`config.mk`:
```
export PLATFORM = sky130hd
export DESIGN_NAME = alu_cmd_issuer
export DESIGN_NICKNAME = d
export VERILOG_FILES = /design/src/rtl/alu_cmd_issuer.sv
export SDC_FILE = /design/constraint.sdc
export NUM_CORES = 1
export LEC_CHECK = 0
export CORE_MARGIN = 2
export CORE_UTILIZATION = 58
export CTS_BUF_LIST = sky130_fd_sc_hd__clkbuf_8
export DETAILED_ROUTE_END_ITERATION = 8
export PLACE_DENSITY_LB_ADDON = 0.1
export SYNTH_ARGS = -nofsm -noshare
export SYNTH_HDL_FRONTEND = slang
export SYNTH_SLANG_ARGS = --single-unit
```
`constraint.sdc`:
```
create_clock -name clk -period 3.3 [get_ports clk]
set_input_delay 0.33 -clock clk [delete_from_list [all_inputs] [get_ports clk]]
set_output_delay 0.33 -clock clk [all_outputs]
set_load 0.03 [all_outputs]
```
`src/rtl/alu_cmd_issuer.sv`:
```
// Command FIFO in front of a combinational 4-bit ALU, with a registered valid/ready result stage.
// Optional feature: define ALU_ZERO_FLAG_EN to add the registered out_zero flag.
module alu_cmd_issuer #(
    parameter int DEPTH  = 4,
    parameter int DATA_W = 4,
    parameter int OP_W   = 2
) (
    input  logic                         clk,
    input  logic                         rst,
    input  logic                         in_valid,
    output logic                         in_ready,
    input  logic [DATA_W-1:0]            in_a,
    input  logic [DATA_W-1:0]            in_b,
    input  logic [OP_W-1:0]              in_op,
    output logic [DATA_W-1:0]            alu_a,
    output logic [DATA_W-1:0]            alu_b,
    output logic [OP_W-1:0]              alu_op,
    input  logic [DATA_W-1:0]            alu_result,
    output logic                         out_valid,
    input  logic                         out_ready,
    output logic [DATA_W-1:0]            out_result,
    output logic [OP_W-1:0]              out_op,
    output logic [$clog2(DEPTH+1)-1:0]   count
`ifdef ALU_ZERO_FLAG_EN
    ,
    output logic                         out_zero
`endif
);

    localparam int PTR_W = $clog2(DEPTH);
    localparam int CNT_W = $clog2(DEPTH+1);

    typedef enum logic {
        S_IDLE  = 1'b0,
        S_VALID = 1'b1
    } state_t;

    state_t              r_state;
    state_t              w_next_state;
    logic [DATA_W-1:0]   r_mem_a  [DEPTH];
    logic [DATA_W-1:0]   r_mem_b  [DEPTH];
    logic [OP_W-1:0]     r_mem_op [DEPTH];
    logic [PTR_W-1:0]    r_wr_ptr;
    logic [PTR_W-1:0]    r_rd_ptr;
    logic [CNT_W-1:0]    r_count;
    logic [DATA_W-1:0]   r_out_result;
    logic [OP_W-1:0]     r_out_op;
    logic                w_push;
    logic                w_pop;
    logic                w_capture;
    logic                w_not_empty;

    assign w_not_empty = (r_count != '0);
    // Ready depends on occupancy only, so a full FIFO refuses a push even while popping.
    assign in_ready    = (r_count != CNT_W'(DEPTH));
    assign w_push      = in_valid & in_ready;
    assign w_pop       = w_capture;

    assign alu_a  = w_not_empty ? r_mem_a[r_rd_ptr]  : '0;
    assign alu_b  = w_not_empty ? r_mem_b[r_rd_ptr]  : '0;
    assign alu_op = w_not_empty ? r_mem_op[r_rd_ptr] : '0;

    // NOTE: the storage array has no reset; occupancy and pointers alone define which entries are live.
    always_ff @(posedge clk) begin
        if (w_push) begin
            r_mem_a[r_wr_ptr]  <= in_a;
            r_mem_b[r_wr_ptr]  <= in_b;
            r_mem_op[r_wr_ptr] <= in_op;
        end
    end

    // NOTE: sequential state uses non-blocking assignments so every register samples pre-edge values.
    always_ff @(posedge clk) begin
        if (rst) begin
            r_wr_ptr <= '0;
            r_rd_ptr <= '0;
            r_count  <= '0;
        end else begin
            if (w_push) r_wr_ptr <= r_wr_ptr + PTR_W'(1);
            if (w_pop)  r_rd_ptr <= r_rd_ptr + PTR_W'(1);
            case ({w_push, w_pop})
                2'b10:   r_count <= r_count + CNT_W'(1);
                2'b01:   r_count <= r_count - CNT_W'(1);
                default: r_count <= r_count;
            endcase
        end
    end

    always_ff @(posedge clk) begin
        if (rst) r_state <= S_IDLE;
        else     r_state <= w_next_state;
    end

    // NOTE: defaults first so every path assigns every output and no latch is inferred.
    always_comb begin
        w_next_state = r_state;
        w_capture    = 1'b0;
        case (r_state)
            S_IDLE: begin
                if (w_not_empty) begin
                    w_capture    = 1'b1;
                    w_next_state = S_VALID;
                end
            end
            S_VALID: begin
                if (out_ready) begin
                    if (w_not_empty) w_capture    = 1'b1;
                    else             w_next_state = S_IDLE;
                end
            end
            default: w_next_state = S_IDLE;
        endcase
    end

    always_ff @(posedge clk) begin
        if (rst) begin
            r_out_result <= '0;
            r_out_op     <= '0;
        end else if (w_capture) begin
            r_out_result <= alu_result;
            r_out_op     <= alu_op;
        end
    end

    assign out_valid  = (r_state == S_VALID);
    assign out_result = r_out_result;
    assign out_op     = r_out_op;
    assign count      = r_count;

`ifdef ALU_ZERO_FLAG_EN
    logic r_out_zero;

    always_ff @(posedge clk) begin
        if (rst)            r_out_zero <= 1'b0;
        else if (w_capture) r_out_zero <= (alu_result == '0);
    end

    assign out_zero = r_out_zero;
`endif

endmodule

```
## Yosys cells after proc, flatten, opt, wreduce, memory -nomap -nowiden

Memory sizes are Yosys's and may differ from the RTL's. A register that Yosys moved wholly into a read port is not among the register bits.
Index checks and enable logic that the tools add are counted.

| operators by class | value |
|---|---|
| add/sub/neg operators | 4 |
| equality and inequality tests | 3 |
| multiplexer cells | 17 |
| bitwise operators | 2 |
| reduce and logical (&&, ||, !) cells | 2 |

Operators by type and width:

| kind | number |
|---|---|
| 2-bit 2-to-1 mux | 7 |
| 4-bit 2-to-1 mux | 2 |
| 3-bit one-hot mux with 2 select lines | 1 |
| 1-bit 2-to-1 mux | 5 |
| 2-bit by 1-bit adder with 2-bit output, second input constant | 2 |
| 1-bit one-hot mux with 2 select lines | 2 |
| 3-bit by 1-bit adder with 3-bit output, second input constant | 1 |
| 3-bit inequality test, second input constant | 1 |
| 3-bit nonzero test | 1 |
| 3-bit by 1-bit subtractor with 3-bit output, second input constant | 1 |
| 2-bit by 1-bit equality test with 1-bit output, second input constant | 1 |
| 2-bit equality test, second input constant | 1 |
| 2-bit nonzero test | 1 |
| 1-bit AND | 1 |
| 1-bit inverter | 1 |

| word-level totals | value |
|---|---|
| flip-flop bits (word level) | 14 |
| bits in writable memories | 40 |
| input port bits | 18 |
| output and inout bits | 21 |
| logic and storage cells | 37 |
| memories | 3 |

Memory list:

| name | depth | width | rd ports | clocked after Yosys merged registers in | wr ports | line | RTL |
|---|---|---|---|---|---|---|---|
| r_mem_a | 4 | 4 | 1 | 1 | 1 | 40 | `logic [DATA_W-1:0] r_mem_a [DEPTH];` |
| r_mem_b | 4 | 4 | 1 | 1 | 1 | 41 | `logic [DATA_W-1:0] r_mem_b [DEPTH];` |
| r_mem_op | 4 | 2 | 1 | 1 | 1 | 42 | `logic [OP_W-1:0] r_mem_op [DEPTH];` |

## Logic depth before layout (Yosys ltp)

| logic depth | value |
|---|---|
| word-level depth | 6 |
| mapped depth | 9 |
| mapped depth without buffers | 8 |

## Worst setup path before layout

No wires, ideal clock.

| path | value |
|---|---|
| path type | register to register |
| start point | reg r_count[2], in the netlist count[2] |
| end point | reg r_count[2], in the netlist count[2] |
| library setup time | 0.071 ns |
| arrival time | 2.414 ns |
| required time | 3.229 ns |
| setup slack | 0.815 ns |
| cell stages (with the launch flop) | 10 |
| path buffers | 1 |
| clock period less this slack | 2.485 ns |
| path through | dfxtp_1 -> or3b_1 -> buf_6 -> nand2_1 -> ha_1 -> inv_1 -> fa_1 -> xor2_1 -> or3_2 -> a21oi_1 |

| between the ends | value |
|---|---|
| elaborated cells between the ends (all ways) | 12 |
| classes of those cells | add/sub (2); eq/ne (3); mux (4); bitwise (1); reduce/logical (2) |

RTL lines:

| item | line | RTL |
|---|---|---|
| start, declared | 45 | `logic [CNT_W-1:0] r_count;` |
| start signal, assigned | 82 | `2'b10: r_count <= r_count + CNT_W'(1);` |
| start signal, assigned | 83 | `2'b01: r_count <= r_count - CNT_W'(1);` |
| start signal, assigned | 84 | `default: r_count <= r_count;` |
| 3-bit inequality test (*) | 55 | `assign in_ready = (r_count != CNT_W'(DEPTH));` |
| net in_ready | 11 | `output logic in_ready,` |
| 1-bit AND (*) | 56 | `assign w_push = in_valid & in_ready;` |
| 2-bit by 1-bit equality test with 1-bit output or 2-bit equality test (tied branches) | 81 | `case ({w_push, w_pop})` |
| 3-bit one-hot mux with 2 select lines or 2-bit nonzero test (tied branches) | -- |  |

The timed path passes the listed nets; every way through them passes the cells marked *.
A chain may end at the register's enable or synchronous reset.

==> results.py <==
metrics = {
    "timing": {
        "worst_pin_slew_ns": 0.685,
        "max_freq_ghz": 0.358,
        "finalSetupViolCount": 0,
        "fin_setup_tns_ns": 0,
        "relSlewSlack_pct": 54.3,
        "fin_crit_ns": 2.79,
        "hold_violations": 0,
        "drv_slew": 0,
        "holdWs_ns": 0.484,
        "fin_crit_sh_pct": 84.7,
        "skew_ns": 0.00442,
        "rsz0062_at_grt": "false",
    },
    "layout": {
        "fill_cells": 247,
        "drive_above_1_share_pct": 11.8,
        "areaGrowthSynthToFinish_pct": 20.0,
        "antenna_cells": 0,
        "nets": 209,
    },
    "clocking": {
        "htreeDepth": 2,
        "cts_setup_buffers": 0,
        "path_clk_slew_ns": 0.09,
        "cts_root_buf": "clkbuf_8",
        "hold_buffers": 0,
        "clock-sinks": 56,
        "clock_latency_ns": 0.31,
        "cts_inserted_buffers": 5,
        "cts.path.max_buffers": 2,
        "post_cts_resized": 0,
        "cts_tree": "done",
    },
    "power_and_ir_drop": {
        "power_frac_clock_pct": 15.0,
        "internal-power_w": 0.00148,
        "ir_drop_v": 0.000430,
        "leakage_nw": 0.931,
        "swShare_pct": 37.3,
        "p_seq_share_pct": 41.2,
        "cellPowerDensity_nw_per_um2": 861,
        "power_frac_comb_pct": 43.7,
        "switchingPower_w": 0.000883,
    },
    "grt": {
        "overflow": 0,
        "grt_pass1_wl_um": 6590,
        "grt_max_degree": 18,
        "grt_antenna_before_repair": 0,
        "grt_pass1_vias": 1350,
        "grt.total_usage_pct": 21.4,
    },
    "logic_synthesis": {
        "synth_top_area_share_pct": 52.5,
        "async_flop_share_pct": 0,
        "synth_ff_type": "edfxtp_1",
        "synth_area_um2": 2290,
        "synth_cells": 149,
        "yosysWarnings": 0,
        "avgSynthCellArea_um2": 15.4,
        "synth_seq_cells": 56,
        "synth_top_cell_by_area": "edfxtp_1",
        "synth-edff-count": 40,
        "synth_most_common_cell": "edfxtp_1",
        "synthTopCellsByArea": "edfxtp_1 52%, dfxtp_1 14%, mux4_2 9.8%, and2_1 2.7%, ha_1 2.7%",
        "synthTopCellsByCount": "40 x edfxtp_1, 16 x dfxtp_1, 12 x a21oi_1",
        "seq_area_frac_synth_pct": 66.5,
        "synth_cell_type_count": 30,
        "syn_nets": 173,
    },
    "routing": {
        "viasPerCell": 5.62,
        "drt-total-wl_um": 4010,
        "postRouteAntennaNets": 0,
        "wl_per_cell_um": 17.1,
        "dr.pass1.iters": 4,
        "num_vias": 1316,
        "initialDrtViolationCount": 73,
        "drc_errors": 0,
    },
    "setup_path": {
        "critPathRequiredTime_ns": 2.97,
        "crit_family": "flip-flops",
        "cp.depth": 3,
        "rr_worst_depth": 8,
        "path_buf_inv": 1,
        "start_kind": "register",
        "reg2reg_from": "count[2]",
        "worstSetupPathType": "register to output port",
        "endpoint_kind": "output port",
        "r2r_setup_slack_ns": 0.83,
        "cp_max_fo": 10,
        "r2r_end": "count[2]",
        "crit_chain": "mux4_2, and2_1, clkdlybuf4s50_1",
        "crit_arrival_ns": 2.46,
        "cp_slowest_cell": "dfxtp_1",
        "slowest_delay_ns": 0.77,
        "crit_end": "alu_a[0]",
    },
    "floorplanning": {
        "num_rows": 22,
        "ios": 39,
        "dieHeight_um": 66.8,
        "start_util_pct": 61.6,
        "fp.coreArea_um2": 3720,
        "dieArea_um2": 4460,
        "die_w_um": 66.8,
    },
    "hold_path": {
        "holdCritPathClass": "register to register",
        "min_from": "out_result[1]",
    },
    "placement": {
        "place_hpwl_um": 2840,
        "place.gp.congestion": 0.708,
        "port_buffers": 38,
    },
    "flow_run": {
        "maxCapViolCount": 0,
    },
    "status": {
        "status": "completed",
    },
}
==> tightest hold or removal path, cell delays in order, from the launching register on <==
cell and delay (ns):
dfxtp_1 0.32, o21ai_0 0.07, a21oi_1 0.06
==> state kept, by name, summed over array words and instances, names as in the netlist, named ones only <==
register and cells:
r_mem_a 16, out_op 2, r_rd_ptr 2, r_mem_op 8, r_wr_ptr 2, r_mem_b 16, out_valid 1, count 3
out_result 4
==> worst min-delay path by stage <==
| stage | end | cells after the start |
|---|---|---|
| floorplan | r_mem_a[0][0] | 0 |
| global placement | out_result[0] | 2 |
| detailed placement | out_result[1] | 2 |
| CTS | out_result[1] | 2 |
| global route | out_result[2] | 2 |
| finish | out_result[1] | 2 |
==> power by group through the flow <==
stage               clock network (W)  registers, W  logic (W)
global placement                    0      0.000984    0.00102
detailed placement                  0      0.000995    0.00104
global route                 0.000396      0.000996    0.00113
floorplan                           0       0.00102   0.000679
finish                       0.000356      0.000975    0.00103
CTS                          0.000362      0.000979    0.00104
==> layout make-up <==
type | count | area (um^2) | share of cell area, %
inverter | 6 | 22.5 | 0.820
multi-input combinational | 78 | 674 | 24.6
sequential | 56 | 1520 | 55.4
timing repair buffer | 38 | 380 | 13.8
clock inverter | 3 | 18.8 | 0.683
clock buffer | 5 | 68.8 | 2.51
tap | 48 | 60.1 | 2.19
==> stage by stage <==
step	area, um^2	instances	setup WS [ns]	power, W	util [%]
6_report	2750	234	0.505	0.00237	73.9
5_1_grt	2750	234	0.306	0.00252	73.9
4_1_cts	2750	234	0.432	0.00239	73.9
3_5_place_dp	2660	226	0.765	0.00204	71.5
3_3_place_gp	2660	226	0.817	0.00200	71.5
2_1_floorplan	2290	149	0.815	0.00170	-
==> layer usage <==
layer,GRT usage [%],up-vias,share of wire (%)
met1,27.3,660,40
met5,0,-,0
met3,5.91,5,4.2
li1,-,626,-
met4,6.89,0,1.4
met2,35.6,25,55
==> layout by cell type (no fill, tap or decap), drive strengths merged, types with 2 or more instances in the layout <==
cell | synthesis | layout
a21oi | 13 | 13
inv | 6 | 6
edfxtp | 40 | 40
mux4 | 10 | 10
and2 | 10 | 10
o21ai | 8 | 8
nor2 | 5 | 5
nand3 | 8 | 8
xor2 | 2 | 2
clkbuf | 4 | 5
clkdlybuf4s50 | 0 | 38
dfxtp | 16 | 16
ha | 5 | 5
or3 | 3 | 3
clkinv | 0 | 3
and3 | 4 | 4
a21o | 2 | 2
==> cells by family after synthesis <==
kind of cell / count (synthesis) / share of synthesized area [%]
buffers and inverters: 15 / 4.05
DFF: 56 / 66.5
and+or+nand+nor: 35 / 8.80
AOI/OAI and AO/OA: 25 / 6.45
muxes: 10 / 9.84
xor gates and xnor gates: 2 / 0.766
adders and majority gates: 6 / 3.61
Note: power is estimated with default switching activity, not from simulation.
